--- src/rtl/multdiv_pkg.sv ---
// Shared definitions for the multiply/divide sequencer: FSM state encoding,
// operation codes, default BUSY timeout and BUSY-counter geometry.
package multdiv_pkg;

   typedef enum logic [1:0] {
      S_IDLE  = 2'd0,
      S_START = 2'd1,
      S_BUSY  = 2'd2,
      S_DONE  = 2'd3
   } state_e;

   localparam logic OP_MULT = 1'b0;
   localparam logic OP_DIV  = 1'b1;

   localparam int TIMEOUT_DEFAULT = 48;

   localparam int              CNT_W   = 8;
   localparam logic [CNT_W-1:0] CNT_MAX = '1;

endpackage

--- src/rtl/md_cycle_counter.sv ---
// Saturating up-counter of BUSY cycles. Synchronous clear has priority over
// enable; the count holds at its maximum value instead of wrapping.
module md_cycle_counter
   import multdiv_pkg::*;
(
   input  logic             clk_i,
   input  logic             rst_ni,
   input  logic             clr_i,
   input  logic             en_i,
   output logic [CNT_W-1:0] count_o
);

   logic [CNT_W-1:0] count_q, count_d;

   // Next count: clear wins, otherwise step while enabled and not saturated.
   always_comb begin
      count_d = count_q;
      if (clr_i) begin
         count_d = '0;
      end else if (en_i && (count_q != CNT_MAX)) begin
         count_d = count_q + 1'b1;
      end
   end

   // Count register, cleared asynchronously by reset.
   always_ff @(posedge clk_i or negedge rst_ni) begin
      if (!rst_ni) begin
         count_q <= '0;
      end else begin
         count_q <= count_d;
      end
   end

   assign count_o = count_q;

endmodule

--- src/rtl/multdiv_sequencer.sv ---
// Sequencer between an issue stage, an iterative multiply/divide unit and a
// writeback stage. States: IDLE -> START (one-cycle start pulse) -> BUSY
// (wait for the unit) -> DONE (hold result until written back).
// Optional feature: define MULTDIV_TIMEOUT_EN to abort BUSY after TIMEOUT
// cycles with wb_result = 0 and wb_exception = 1.
module multdiv_sequencer
   import multdiv_pkg::*;
#(
   parameter int TIMEOUT = TIMEOUT_DEFAULT
) (
   input  logic             clock,
   input  logic             reset_n,
   // issue side
   input  logic             issue_valid,
   output logic             issue_ready,
   input  logic             issue_op,
   input  logic [31:0]      issue_a,
   input  logic [31:0]      issue_b,
   input  logic [4:0]       issue_rd,
   input  logic             flush,
   // multiply/divide unit side
   output logic             md_ctrl_MULT,
   output logic             md_ctrl_DIV,
   output logic [31:0]      md_operandA,
   output logic [31:0]      md_operandB,
   input  logic [31:0]      md_result,
   input  logic             md_exception,
   input  logic             md_resultRDY,
   // writeback side
   output logic             wb_valid,
   input  logic             wb_ready,
   output logic [31:0]      wb_result,
   output logic [4:0]       wb_rd,
   output logic             wb_exception,
   output logic             stall,
   // debug visibility
   output state_e           dbg_state_o,
   output logic [CNT_W-1:0] dbg_busy_cnt_o
);

   state_e           state_q, state_d;
   logic             op_q, op_d;
   logic [31:0]      a_q, a_d;
   logic [31:0]      b_q, b_d;
   logic [4:0]       rd_q, rd_d;
   logic [31:0]      res_q, res_d;
   logic             exc_q, exc_d;
   logic [CNT_W-1:0] busy_cnt;
   logic             issue_fire;
   logic             wb_fire;
   logic             timeout_hit;

   // Handshakes: a transfer happens on a cycle where valid and ready are both
   // high at the rising edge; valid never depends on ready, and flush forces
   // every ready/valid/start this block drives low in the same cycle.
   assign issue_ready  = !flush && ((state_q == S_IDLE) || ((state_q == S_DONE) && wb_ready));
   assign wb_valid     = !flush && (state_q == S_DONE);
   assign md_ctrl_MULT = !flush && (state_q == S_START) && (op_q == OP_MULT);
   assign md_ctrl_DIV  = !flush && (state_q == S_START) && (op_q == OP_DIV);
   assign stall        = issue_valid && !issue_ready;
   assign issue_fire   = issue_valid && issue_ready;
   assign wb_fire      = wb_valid && wb_ready;

`ifdef MULTDIV_TIMEOUT_EN
   // Fires in the BUSY cycle whose increment brings the count to TIMEOUT,
   // so DONE follows exactly TIMEOUT BUSY cycles.
   assign timeout_hit = (int'(busy_cnt) == (TIMEOUT - 1));
`else
   assign timeout_hit = 1'b0;
`endif

   // Next-state and capture logic; flush overrides every transition.
   always_comb begin
      state_d = state_q;
      op_d    = op_q;
      a_d     = a_q;
      b_d     = b_q;
      rd_d    = rd_q;
      res_d   = res_q;
      exc_d   = exc_q;
      unique case (state_q)
         S_IDLE: begin
            if (issue_fire) state_d = S_START;
         end
         S_START: begin
            // Any RDY shown here is left over from the previous operation.
            state_d = S_BUSY;
         end
         S_BUSY: begin
            if (md_resultRDY) begin
               state_d = S_DONE;
               res_d   = md_result;
               exc_d   = md_exception;
            end else if (timeout_hit) begin
               state_d = S_DONE;
               res_d   = '0;
               exc_d   = 1'b1;
            end
         end
         S_DONE: begin
            if (wb_fire) state_d = issue_fire ? S_START : S_IDLE;
         end
         default: state_d = S_IDLE;
      endcase
      if (issue_fire) begin
         op_d = issue_op;
         a_d  = issue_a;
         b_d  = issue_b;
         rd_d = issue_rd;
      end
      if (flush) state_d = S_IDLE;
   end

   // State and datapath registers, cleared asynchronously by reset.
   always_ff @(posedge clock or negedge reset_n) begin
      if (!reset_n) begin
         state_q <= S_IDLE;
         op_q    <= OP_MULT;
         a_q     <= '0;
         b_q     <= '0;
         rd_q    <= '0;
         res_q   <= '0;
         exc_q   <= 1'b0;
      end else begin
         state_q <= state_d;
         op_q    <= op_d;
         a_q     <= a_d;
         b_q     <= b_d;
         rd_q    <= rd_d;
         res_q   <= res_d;
         exc_q   <= exc_d;
      end
   end

   md_cycle_counter u_busy_cnt (
      .clk_i   (clock),
      .rst_ni  (reset_n),
      .clr_i   (state_d == S_START),
      .en_i    (state_q == S_BUSY),
      .count_o (busy_cnt)
   );

   assign md_operandA    = a_q;
   assign md_operandB    = b_q;
   assign wb_result      = res_q;
   assign wb_rd          = rd_q;
   assign wb_exception   = exc_q;
   assign dbg_state_o    = state_q;
   assign dbg_busy_cnt_o = busy_cnt;

endmodule

--- config.mk ---
export PLATFORM = sky130hd
export DESIGN_NAME = multdiv_sequencer
export DESIGN_NICKNAME = d
export VERILOG_FILES = /design/src/rtl/multdiv_pkg.sv /design/src/rtl/md_cycle_counter.sv /design/src/rtl/multdiv_sequencer.sv
export SDC_FILE = /design/constraint.sdc
export NUM_CORES = 1
export LEC_CHECK = 0
export CORE_UTILIZATION = 40
export DETAILED_ROUTE_END_ITERATION = 8
export MAX_ROUTING_LAYER = met4
export PLACE_DENSITY_LB_ADDON = 0.12
export SLEW_MARGIN = 30
export SYNTH_ARGS = -nofsm -noshare
export SYNTH_HDL_FRONTEND = slang
export SYNTH_SLANG_ARGS = --single-unit
--- constraint.sdc ---
create_clock -name clock -period 2.2 [get_ports clock]
set_clock_uncertainty 0.15 [all_clocks]
set_input_delay 0.33 -clock clock [delete_from_list [all_inputs] [get_ports clock]]
set_output_delay 0.33 -clock clock [all_outputs]
set_load 0.01 [all_outputs]
==> results of run 1 <==
-- per-layer routing --
metal	up-vias	part of all wire
met5	-	0
met4	0	0.029
met3	27	0.067
met2	133	0.52
met1	1675	0.39
li1	1538	-
-- metrics by stage --
stage | total power [mW] | instances | hold slack [ns]
2_1_floorplan | 3.990 | 287 | -0.1156
3_3_place_gp | 5.599 | 650 | 0.1530
3_5_place_dp | 5.680 | 650 | 0.1505
4_1_cts | 8.300 | 682 | 0.1516
5_1_grt | 8.608 | 683 | 0.1883
6_report | 8.206 | 683 | 0.1544
-- area by class of cell --
cell class / instances / share of cell area
clock buffers: 24 / 0.06380
clock inverters: 6 / 0.01063
inverters: 4 / 0.001994
multi-input cells: 154 / 0.2035
flip-flops and latches: 113 / 0.3756
well taps: 140 / 0.02326
repair buffers: 242 / 0.3211
-- report_power, final --
| part | switching, mW | total [mW] | internal (mW) |
|---|---|---|---|
| sequential | 0.320 | 3.01 | 2.69 |
| combinational | 0.932 | 2.63 | 1.69 |
| clock | 0.862 | 2.57 | 1.71 |
| total | 2.11 | 8.21 | 6.09 |
-- timing repair --
| item | 4_1_cts | 5_1_grt |
|---|---|---|
| hold endpoints to repair | 61 | 0 |
| setup endpoints to repair | 5 | 2 |
| gates resized for setup | 15 | 1 |
| pin swaps | 0 | 1 |
| setup buffers | 1 | 1 |
| hold buffers | 1 | 0 |
-- worst paths after layout --
path / startpoint / slack, ns / end
worst max-delay path: dbg_state_o[1] / 0.07 / stall
worst min-delay path: reset_n / 0.15 / md_operandB[24]
worst max register to register: dbg_state_o[1] / 0.13 / md_operandA[4]
worst min register to register: md_operandB[27] / 0.33 / md_operandB[27]
max in group asynchronous: reset_n / 1.12 / md_operandB[1]
min in group clock: issue_b[24] / 0.27 / md_operandB[24]
-- cell families (layout without fill, tap and decap cells) --
logic type      Yosys count  count (layout)  share of synthesized area
mux                     103             103                     0.2592
fa+ha+maj                 1               1                   0.002795
buf+inv                  20             276                    0.02740
flops                   113             113                     0.6318
compound gates           17              17                    0.03215
simple gates             33              33                    0.04669
-- synthesized netlist by cell type (2+ instances only) --
cell type  number
mux2_2         91
buf_6           3
o211a_1         2
nor3b_1         2
buf_2           5
nor2_1          3
and3_1          3
inv_1           4
a41oi_1         4
nor3_1          6
a211oi_1        3
and4_1          2
nand3_1         2
nand4_1         2
buf_4           5
nor2b_1         2
a21oi_1         3
clkbuf_1        2
dfrtp_1       113
mux2_1         12
nor4_1          3
-- state kept, by name (all words and copies together) (netlist names) --
register,flops
wb_result,32
md_operandB,32
wb_exception,1
wb_rd,5
md_operandA,32
dbg_state_o,2
op_q,1
u_busy_cnt.count_o,8
-- cell usage in the layout, fill, tap and decap left out, types with 2 or more instances in the layout --
| cell | n |
|---|---|
| and3_1 | 3 |
| mux2_1 | 12 |
| a211oi_1 | 3 |
| buf_12 | 4 |
| mux2_2 | 91 |
| a41oi_1 | 4 |
| dfrtp_1 | 112 |
| o211a_1 | 2 |
| clkbuf_1 | 3 |
| a21oi_1 | 3 |
| nor3_1 | 6 |
| dlygate4sd2_1 | 3 |
| clkbuf_8 | 5 |
| bufinv_16 | 2 |
| inv_1 | 4 |
| nor2b_1 | 2 |
| clkbuf_16 | 16 |
| nor2_1 | 2 |
| clkdlybuf4s50_1 | 218 |
| and4_1 | 2 |
| clkinv_2 | 4 |
| nor3b_1 | 2 |
| nand3_1 | 2 |
| buf_4 | 13 |
| buf_2 | 2 |
| nand4_1 | 2 |
| nor4_1 | 3 |
-- worst max-delay path, delay by kind of cell, from the launching register on --
family,cells,cell delay [ns]
flip-flops,1,0.44
buffers and inverters,1,0.15
AO/OA/AOI/OAI,1,0.17
AND/OR/NAND/NOR,2,0.39
==> results list, run 1 <==
- TritonCTS built the clock tree.
- Post-detailed-routing wire length: 11320 microns
- Post-synth top flop: dfrtp_1
- Number of buffers between clock root and the deepest sink: 2
- Fraction of the yosys area taken by sequential cells: 0.6318
- Post-route DRC: 0
* Top cells by area, synth: dfrtp_1 63%, mux2_2 23%, mux2_1 3.0%
- LEAKAGE: 3.178 nW
- Number of clock buffers inserted by TritonCTS: 17
- Detailed placement finished with a half-perimeter wire length of 8476 microns.
* Die area: 0.01162 sq mm
- GRT Resource Usage Total: 0.2108
* Cell at the root of the clock tree: clkbuf_8
- Boundary Pins: 226
- Worst reg2reg path depth: 5
* Routing usage on met3: 0.06416
- Initial antenna violation count: 0
- Slowest library cell on the worst path: dfrtp_2
- A synthesized cell averages 15.59 sq um.
- Flip-flop and latch area: 0.002829 sq mm
* Final count of negative-setup-slack endpoints: 0
* Final Max Tran Viols: 0
- After detailed routing, the number of vias per cell comes to 4.939.
- Startpoint type of the worst setup path: register
- Count of max-cap constraint violations: 0
- Of the available clock period, the critical path in the final layout requires 0.9663.
- VDD IR-drop max: 0.0006998 V
* Post-synth design cell area: 0.004476 sq mm
- The run finished with clean final reports.
- Number of synthesized flops with an enable pin: 0
- Maximum clock rate: 0.4704 GHz
- Total number of vias: 3373
- Synthesized flop and latch total: 113
- Met1 track demand over resource in global routing: 0.2334
- Num Clock Sinks: 113
* TNS Setup: 0 ns
- The initial utilization of the core area, before any placement, comes to 0.4111.
* Post-route core utilization: 0.6917
- The global routing stage identified its most utilized layer as met2.
- In the final design database the tool counted 642 nets.
- Layout cell share with drive strength beyond 1: 0.2615
* Power density over cell area: 1090 mW/mm^2
- At the later pin of the worst-skew pair, clock insertion delay measures 0.50 ns.
- Met2 layer usage reported by global route: 0.3480
* Ys Warns: 0
- For this run, the detailed router's first-pass iteration total came to 4.
- After synthesis, the share of flip-flops with an asynchronous set or reset is 1.000.
* Endpoint type of the worst setup path: primary output
* RSZ-0062 raised after global routing: no
* Net count of the mapped netlist: 397
- Number of port buffers: 225
* Register clock-pin slew on the reported worst setup and hold paths: 0.05 ns
- The signal on the critical path passes through or2_4 -> and2_4 -> o21a_1 -> buf_2.
- The finished cells cover 0.007531 sq mm.
- Via count of the first global-routing pass: 3602
- The first global-routing pass estimated 17790 microns of wire.
- The final hold violation count is 0.
- At the end of routability-driven placement, the weighted congestion stood at 0.7409.
- Post-synth top area share: 0.6318
* Delay of the slowest cell on the worst path: 0.44 ns
* CORE AREA: 0.01089 sq mm
- In this run the core area contains 38 standard-cell rows.
* Post-synthesis cell type with the largest combined area: dfrtp_1
- At the worst endpoint, the arrival time is 1.65 ns.
- Fillers: 806
- The number of antenna diodes in the final layout is 0.
* Post-layout min period: 2.126 ns
- Number of nets with antenna violations after routing: 0
- The floorplan step set the die height to 107.8 microns.
* Worst slew margin relative to its limit: 0.7139
- Worst slack at placement: -0.1468 ns
- The worst setup path is of the register to primary output kind.
- Summing all placed instances gives a cell area of 0.006948 sq mm.
- Overall die width: 107.8 microns
* Area of the multi-input gates: 0.001533 sq mm
- Average wire length per cell after detail routing: 16.58 microns
- Critical path required time: 1.72 ns
* Count of cell types in the netlist: 36
- For this run the aggregate overflow at the end of global routing stands at 0.
- Cells after synthesis: 287
- Worst min-delay path class: primary input to async pin
- The area growth from synthesis to layout is 68.27%.
- Entering global routing, the biggest net connects 45 pins.
- The H-tree was split into 4 levels.
* Final WS setup: 0.07421 ns
* Critical Path Fanout Max: 6
- For the pin with the worst max-slew slack, the measured transition is 0.4292 ns.
* 1st-iter DRT viols: 122
(Power assumes the default switching activity.)
==> run 2, diff against run 1 <==
--- a/config.mk
+++ b/config.mk
@@ -9,6 +9,7 @@
 export DETAILED_ROUTE_END_ITERATION = 8
 export MAX_ROUTING_LAYER = met4
 export PLACE_DENSITY_LB_ADDON = 0.12
+export REMOVE_ABC_BUFFERS = 1
 export SLEW_MARGIN = 30
 export SYNTH_ARGS = -nofsm -noshare
 export SYNTH_HDL_FRONTEND = slang
==> run 2 against run 1 <==
Effect of this change: core utilization grew 0.93 points; critical path type unchanged; clock power grew 11%; highest routed layer unchanged; sequential share of layout area shrank 0.48 points; cell area grew 1.3%; maximum frequency shrank 0.48%; clock-buffer cell count shrank 2; die area is the same.
==> results list, run 2 (synthesis results as in run 1) <==
- The run finished with clean final reports.
* Power density over cell area: 1113 mW/mm^2 (+2.1%)
- The final hold violation count came to 0 (unchanged).
- The worst setup path is captured at a primary output.
- The number of setup buffers added after CTS came to 0 (-1).
- TritonCTS built the clock tree.
- The maximum level of the CTS H-tree was 4 (unchanged).
- Setup Crit Path Kind: register to primary output
* Highest-count cells in the layout ignoring fill and taps: 219 x clkdlybuf4s50_1, 111 x dfrtp_1, 91 x mux2_2
- The worst path setup slack after routing came to 0.06386 ns (-0.01035 ns).
- Pre-antenna DRT Iters: 4 (unchanged)
* Cell at the root of the clock tree: clkbuf_8
- Average wire length per cell after detail routing: 16.71 microns (+0.76%)
- The delay of the slowest cell on the worst path was 0.45 ns (about the same).
* Num Clock Sinks: 113 (unchanged)
* CORE AREA: 0.01089 sq mm (unchanged)
- The post-detailed-route DRC marker count came to 0 (unchanged).
- The via count normalized by instance count came to 4.950 (+0.24%).
- The number of antenna violations at the first check in global routing came to 0 (unchanged).
* CP Data Arrival Time: 1.66 ns (about the same)
* TNS Setup: 0 ns (unchanged)
- The slowest stage of the critical path belongs to the cell dfrtp_2.
- Clk Latency, worst-skew pair: 0.50 ns (about the same)
* Boundary Pins: 226 (unchanged)
* Post-detailed-routing wire length: 11440 microns (+1.1%)
- The worst slack at placement was -0.08735 ns (+0.05947 ns).
- Startpoint type of the worst setup path: register
* Fin crit share: 0.9710 (+0.004707)
- Final Max Tran Viols: 0 (unchanged)
- Die Height: 107.8 microns (unchanged)
* 1st-iter DRT viols: 83 (-32%)
* Final estimated routing congestion in global placement: 0.7942 (+7.2%)
* Layout cell share with drive strength beyond 1: 0.2697 (+0.008215)
* Critical Path Fanout Max: 7 (+1)
* Number of nets with antenna violations after routing: 0 (unchanged)
* Worst min-delay path class: primary input to async pin
- In this design, the largest share of critical-path delay is due to simple AND/OR/NAND/NOR gates.
- Worst hold margin: 0.1775 ns (+0.02305 ns)
- The leakage power was 3.195 nW (+0.51%).
- The buffering stage count on the worst path with inverters included is 1 (unchanged).
* Number of clock buffers inserted by TritonCTS: 17 (unchanged)
- Total number of vias: 3391 (+0.53%)
- The count of max-cap constraint violations is 0 (unchanged).
- The estimated wirelength of the detail-placed design is 8472 microns (about the same).
* Post-layout min period: 2.136 ns (+0.01035 ns)
- The overall overflow remaining after global route is 0 (unchanged).
* Antenna diode count: 0 (unchanged)
- Number of nets at the end of the flow: 642 (unchanged)
- The total number of placement rows was 38 (unchanged).
- The fmax was 0.4681 GHz (-0.48%).
* Final count of negative-setup-slack endpoints: 0 (unchanged)
* Most common library cell in the layout ignoring fill and taps: clkdlybuf4s50_1
- Critical path required time: 1.72 ns (about the same)
* Die area: 0.01162 sq mm (unchanged)
- Ordered cell list for the critical path: or2_4 -> and2_4 -> nor2_1 -> clkdlybuf4s15_2
- Initial cell density of the core: 0.4111 (unchanged)
* Worst slew margin relative to its limit: 0.6859 (-0.02800)
* Area overhead of the layout relative to synthesis: 70.53%
- Fillers: 801 (-0.62%)
- Wire length of the first global-routing pass: 17770 microns (about the same)
- Pin count of the biggest net entering global routing: 57 (+27%)
- The clock-pin slew reported for the worst setup and hold paths after clock tree synthesis came to 0.06 ns (about the same).
- The width of the die is 107.8 microns (unchanged).
- The overall track demand over capacity in global routing was 0.2113 (+0.0004422).
- Worst slew pin tran: 0.4712 ns (+0.04200 ns)
- Setup repair after global routing left no endpoint under its margin.
- The number of buffers on the longest clock path was 2 (unchanged).
- Via count of the first global-routing pass: 3605 (+0.083%)
- The worst-case vdd ir drop is 0.0006224 V (-11%).
- The count of port buffers added during placement was 225 (unchanged).
[run 2: changes by cell type in the layout (fill, tap and decap cells not counted), sizes merged]
cell	change
buf	-1
bufinv	+2
clkbuf	-2
clkdlybuf4s15	+1
clkdlybuf4s50	+1
clkinvlp	+2
dlymetal6s2s	-1
[run 2: through the flow]
step	cell area, sq um	std cells	utilization	power [mW]
6_report	7632	685	0.7010	8.492
3_3_place_gp	6988	652	0.6418	5.614
3_5_place_dp	6988	652	0.6418	5.689
4_1_cts	7625	685	0.7003	8.598
2_1_floorplan	4368	271	-	3.965
5_1_grt	7632	685	0.7010	8.878
[run 2: layout make-up]
class	count	area [sq um]	area share
clock buffers	22	473.0	0.06197
well taps	140	175.2	0.02295
flip-flops and latches	113	2830	0.3708
multi-input cells	154	1536	0.2013
inverters	4	15.01	0.001967
clock inverters	10	155.1	0.02033
repair buffers	242	2447	0.3207
[run 2: repair_timing]
item,CTS,global route
endpoints found under the setup margin,5,2
hold buffers,1,0
pin swaps,1,0
resized for setup,13,2
hold endpoints to repair,30,0
[run 2: power breakdown]
part | internal (mW) | switching [mW] | total (mW)
Sequential | 2.69 | 0.337 | 3.03
Clock | 1.95 | 0.901 | 2.85
Combinational | 1.70 | 0.918 | 2.61
Total | 6.34 | 2.16 | 8.49
[run 2: final timing paths]
check,from,end,slack (ns),cells past startpoint
setup / recovery,dbg_state_o[1],issue_ready,0.06,4
hold / removal,reset_n,md_operandA[0],0.18,2
setup reg to reg,dbg_state_o[1],md_operandB[7],0.25,5
hold reg to reg,md_operandA[3],md_operandA[3],0.33,1
max in group asynchronous,reset_n,dbg_state_o[1],1.06,3
min in group clock,issue_b[24],md_operandB[24],0.27,2
[run 2: metal layers]
metal	part of all wire	global-route usage	vias up	routed length [microns]
met5	0	-	-	0
met1	0.39	0.2336	1711	4407
met4	0.017	0.08513	0	196
li1	-	-	1538	-
met3	0.069	0.06477	16	791
met2	0.53	0.3553	126	6048
